### src/rtl/uart_tx.sv
// UART transmitter: one bit period per clk cycle, frame = start, LSB-first data,
// optional parity, one stop bit. tx_out and busy are registered.
module uart_tx #(
  parameter int unsigned DATA_WIDTH = 8
) (
  input  logic                  clk,
  input  logic                  rst,
  input  logic [DATA_WIDTH-1:0] p_data,
  input  logic                  data_valid,
  input  logic                  par_en,
  input  logic                  par_type,
  output logic                  tx_out,
  output logic                  busy
);

  localparam int unsigned CW = (DATA_WIDTH > 1) ? $clog2(DATA_WIDTH) : 1;

  typedef enum logic [2:0] {
    S_IDLE,
    S_START,
    S_DATA,
    S_PARITY,
    S_STOP
  } state_e;

  state_e                state_q, state_d;
  logic [CW-1:0]         cnt_q, cnt_d;
  logic [CW-1:0]         cnt_inc;
  logic [DATA_WIDTH-1:0] data_q, data_d;
  logic                  par_en_q, par_en_d;
  logic                  par_type_q, par_type_d;
  logic                  tx_q, tx_d;
  logic                  busy_q, busy_d;
  logic                  accept;
  logic                  par_bit;

  assign accept  = data_valid && ((state_q == S_IDLE) || (state_q == S_STOP));
  assign par_bit = (^data_q) ^ par_type_q;
  assign cnt_inc = cnt_q + 1'b1;

  // tx_d/busy_d describe the line during the cycle after the edge, so the
  // outputs stay registered while showing the start bit with zero latency.
  always_comb begin
    state_d    = state_q;
    cnt_d      = cnt_q;
    data_d     = data_q;
    par_en_d   = par_en_q;
    par_type_d = par_type_q;
    tx_d       = 1'b1;
    busy_d     = 1'b1;

    case (state_q)
      S_IDLE: begin
        busy_d = 1'b0;
      end
      S_START: begin
        state_d = S_DATA;
        cnt_d   = '0;
        tx_d    = data_q[0];
      end
      S_DATA: begin
        if (cnt_q == CW'(DATA_WIDTH - 1)) begin
          if (par_en_q) begin
            state_d = S_PARITY;
            tx_d    = par_bit;
          end else begin
            state_d = S_STOP;
          end
        end else begin
          cnt_d = cnt_inc;
          tx_d  = data_q[cnt_inc];
        end
      end
      S_PARITY: begin
        state_d = S_STOP;
      end
      S_STOP: begin
        state_d = S_IDLE;
        busy_d  = 1'b0;
      end
      default: begin
        state_d = S_IDLE;
        busy_d  = 1'b0;
      end
    endcase

    if (accept) begin
      state_d    = S_START;
      data_d     = p_data;
      par_en_d   = par_en;
      par_type_d = par_type;
      tx_d       = 1'b0;
      busy_d     = 1'b1;
    end
  end

  always_ff @(posedge clk or negedge rst) begin
    if (!rst) begin
      state_q    <= S_IDLE;
      cnt_q      <= '0;
      data_q     <= '0;
      par_en_q   <= 1'b0;
      par_type_q <= 1'b0;
      tx_q       <= 1'b1;
      busy_q     <= 1'b0;
    end else begin
      state_q    <= state_d;
      cnt_q      <= cnt_d;
      data_q     <= data_d;
      par_en_q   <= par_en_d;
      par_type_q <= par_type_d;
      tx_q       <= tx_d;
      busy_q     <= busy_d;
    end
  end

  assign tx_out = tx_q;
  assign busy   = busy_q;

endmodule

### config.mk
export PLATFORM = sky130hd
export DESIGN_NAME = uart_tx
export DESIGN_NICKNAME = d
export VERILOG_FILES = /design/src/rtl/uart_tx.sv
export SDC_FILE = /design/constraint.sdc
export NUM_CORES = 1
export LEC_CHECK = 0
export CAP_MARGIN = 30
export CORE_MARGIN = 1
export CORE_UTILIZATION = 30
export CTS_CLUSTER_DIAMETER = 30
export CTS_CLUSTER_SIZE = 40
export DETAILED_ROUTE_END_ITERATION = 8
export PLACE_DENSITY = 0.49
export RECOVER_POWER = 25
export SLEW_MARGIN = 10
export SYNTH_ARGS = -nofsm -noshare
export SYNTH_HDL_FRONTEND = slang
export SYNTH_SLANG_ARGS = --single-unit
### constraint.sdc
create_clock -name clk -period 2.4 [get_ports clk]
set_input_delay 0.48 -clock clk [delete_from_list [all_inputs] [get_ports clk]]
set_output_delay 0.48 -clock clk [all_outputs]
set_load 0.05 [all_outputs]
==> results.json <==
{
  "seqPwrFrac_pct": 37.6,
  "avgSynthCellArea_um2": 11.9,
  "drc": 0,
  "hold_viol": 0,
  "synth_fp_nets": 93,
  "power.density_mw_per_mm2": 1420,
  "min_from": "cnt_q[2]",
  "synth_ff_type": "dfrtp_1",
  "synth_top_area_share_pct": 46.0,
  "cts_root_buf": "clkbuf_4",
  "status": "finished, final reports clean",
  "drtPass1Iterations": 3,
  "critPathMaxStageDelay_ns": 0.79,
  "finalCriticalPeriod_ns": 2.09,
  "path_max_fanout": 1,
  "path_class": "reg2out",
  "yosysTopAreaCell": "dfrtp_1",
  "coreArea_mm2": 0.00283,
  "yosysUniqueCellTypes": 25,
  "clkSinkCount": 18,
  "grt_overflow": 0,
  "synth_edf_count": 0,
  "post-route-period-util_pct": 87.2,
  "htreeDepth": 1,
  "slew_viol_final": 0,
  "crit_buf_inv": 1,
  "worstMarginPinSlew_ns": 0.962,
  "netlist_instances": 78,
  "swShare_pct": 37.7,
  "place_ws_ns": 0.437,
  "ys_ff_latch": 18,
  "crit_start": "tx_out",
  "antennaDiodeCount": 0,
  "area_growth_syn_to_layout_pct": 20.4,
  "clkTransAtPathRegs_ns": 0.10,
  "fmax_ghz": 0.478,
  "slew-limit-headroom_pct": 35.8,
  "setup_tns_ns": 0,
  "reg2reg_to": "tx_out",
  "slowest_stage": "clkdlybuf4s50_1",
  "pwr-share-clk_pct": 10.1,
  "synth_area_leaders": "dfrtp_1 46%, mux2_2 11%, mux2i_1 6.5%",
  "yosys_warnings": 0,
  "worstRegToRegCells": 5,
  "holdPathEnd": "cnt_q[2]",
  "wl_per_cell_um": 12.2,
  "cts_tree": "yes",
  "start_util_pct": 32.7,
  "gp_congestion": 0.746,
  "drt-vias-per-instance": 4.89,
  "crit_chain": "clkdlybuf4s50_1",
  "dp_hpwl_um": 1190,
  "final.setup_skew_ns": 0.00662,
  "num_rows": 19,
  "max-vdd-ir-drop_mv": 0.591,
  "total_power_uw": 1580,
  "die_x_um": 57.5,
  "hold_buffers": 0,
  "grtUsageTotal_pct": 11.5,
  "seq_area_frac_synth_pct": 48.8,
  "maxCapViolCount": 0,
  "hold_path_depth": 2,
  "setup_ws_ns": 0.306,
  "p_leak_uw": 0.000479,
  "grt_pass1_vias": 664,
  "rsz0062_at_grt": "false",
  "setup_viol": 0,
  "p_sw_uw": 597,
  "cts_buffer_depth": 2,
  "port_buffers": 14,
  "drtIter0Drc": 3,
  "finalWirelength_um": 1530,
  "drive_gt1_share_pct": 16.0,
  "die-height_um": 57.5,
  "grt_max_degree": 19,
  "post-cts-setup-buffer-count": 0,
  "final_antenna_net_count": 0,
  "crit_family": "buffers and inverters",
  "grt_antenna_before_repair": 0,
  "vias": 611,
  "cts_resized": 0,
  "n_fill_cell": 280,
  "grt_pass1_wl_um": 2840,
  "crit_arrival_ns": 1.61,
  "die_area_mm2": 0.00331,
  "regToRegSetupSlack_ns": 0.48,
  "clock_latency_ns": 0.30,
  "end_kind": "primary output",
  "cts_buffers": 3,
  "p_int_uw": 987,
  "hold_path_class": "reg2reg",
  "combPwrFrac_pct": 52.3,
  "synthesis.area_um2": 925,
  "worstReg2RegStart": "cnt_q[0]",
  "async_flop_share_pct": 100,
  "num_io_pins": 15,
  "final_nets": 110,
  "cp_data_required_time_ns": 1.92,
  "worstSetupStartpointType": "flip-flop"
}
through the flow:
stage / cell area (um2) / hold slack [ns] / util [%] / cells
3_5_place_dp: 1090 / 0.514 / 38.6 / 121
6_report: 1110 / 0.531 / 39.4 / 125
2_1_floorplan: 925 / 0.184 / - / 78
5_1_grt: 1110 / 0.582 / 39.4 / 125
3_3_place_gp: 1090 / 0.514 / 38.6 / 121
4_1_cts: 1120 / 0.504 / 39.5 / 125
routing by layer:
metal / up-vias / GRT usage, % / wire length, um
li1: 304 / - / -
met1: 295 / 14.7 / 728
met2: 10 / 17.6 / 711
met3: 2 / 4.76 / 72
met4: 0 / 3.83 / 19
met5: - / 0 / 0
registers in the layout, summed over array words and instances (netlist names):
| register | count |
|---|---|
| data_q | 8 |
| cnt_q | 3 |
| state_q | 3 |
| busy | 1 |
| par_en_q | 1 |
| par_type_q | 1 |
| tx_out | 1 |
placed cells by master (no fill, tap or decap):
master / Yosys / layout
a21oi_1: 3 / 3
mux4_2: 1 / 1
dfrtp_1: 17 / 17
nand2_1: 5 / 5
dfstp_2: 1 / 1
o21bai_1: 1 / 1
clkbuf_1: 1 / 2
and2_1: 1 / 1
nand4b_1: 1 / 1
ha_1: 2 / 2
nor2_1: 7 / 7
nor3_1: 1 / 1
a22oi_1: 2 / 2
xnor2_1: 4 / 4
clkdlybuf4s50_1: 0 / 13
mux2_2: 9 / 9
mux2i_1: 6 / 6
o21ai_0: 5 / 5
xor2_1: 2 / 2
clkbuf_4: 0 / 3
nand2b_1: 2 / 2
and3b_1: 1 / 1
inv_1: 2 / 2
dlygate4sd3_1: 0 / 1
a211oi_2: 1 / 1
xnor3_1: 1 / 1
logic make-up (layout without fill, tap and decap cells):
| kind of cell | Yosys count | in the layout | synth area share [%] |
|---|---|---|---|
| XOR/XNOR | 7 | 7 | 8.12 |
| adder cells (fa/ha/maj) | 2 | 2 | 2.71 |
| multiplexers | 16 | 16 | 19.9 |
| AND/OR/NAND/NOR | 18 | 18 | 9.34 |
| AO/OA/AOI/OAI | 12 | 12 | 8.12 |
| buffers and inverters | 5 | 21 | 2.98 |
| flip-flops | 18 | 18 | 48.9 |
worst max-delay path by stage:
stage	end	depth (start not counted)	slack, ns
after floorplan	tx_out	6	0.58
after detailed placement	par_type_q	3	0.44
after global routing	tx_out	1	0.25
after CTS	tx_out	1	0.29
after global placement	data_q[6]	3	0.45
final	tx_out	1	0.31
worst reg2reg max path: cells and delay by family, from the launching register on:
kind,cells,cell delay [ns]
adder cells (fa/ha/maj),1,0.42
AO/OA/AOI/OAI,1,0.19
multiplexers,2,0.61
flip-flops,1,0.45
AND/OR/NAND/NOR,1,0.18
area by class of cell:
| cell class | instances | area (um2) | share of cell area [%] |
|---|---|---|---|
| sequential | 18 | 452 | 40.6 |
| multi-input combinational | 55 | 445 | 40.0 |
| timing repair buffer | 15 | 144 | 12.9 |
| tap | 31 | 38.8 | 3.48 |
| clock buffer | 4 | 26.3 | 2.36 |
| inverter | 2 | 7.51 | 0.674 |
power by group through the flow:
stage / registers [uW] / clock network (uW) / logic, uW
global placement: 610 / 0 / 834
CTS: 600 / 165 / 842
global route: 627 / 182 / 924
floorplan: 616 / 0 / 682
detailed placement: 606 / 0 / 843
finish: 596 / 160 / 829
cells in the mapped netlist (all sizes together) (2+ instances only):
library cell	count
buf	2
a22oi	2
o21ai	5
ha	2
inv	2
nand2b	2
xnor2	4
mux2i	6
dfrtp	17
xor2	2
nand2	5
mux2	9
a21oi	3
nor2	7
No activity file was read; power rests on OpenSTA's default activity.
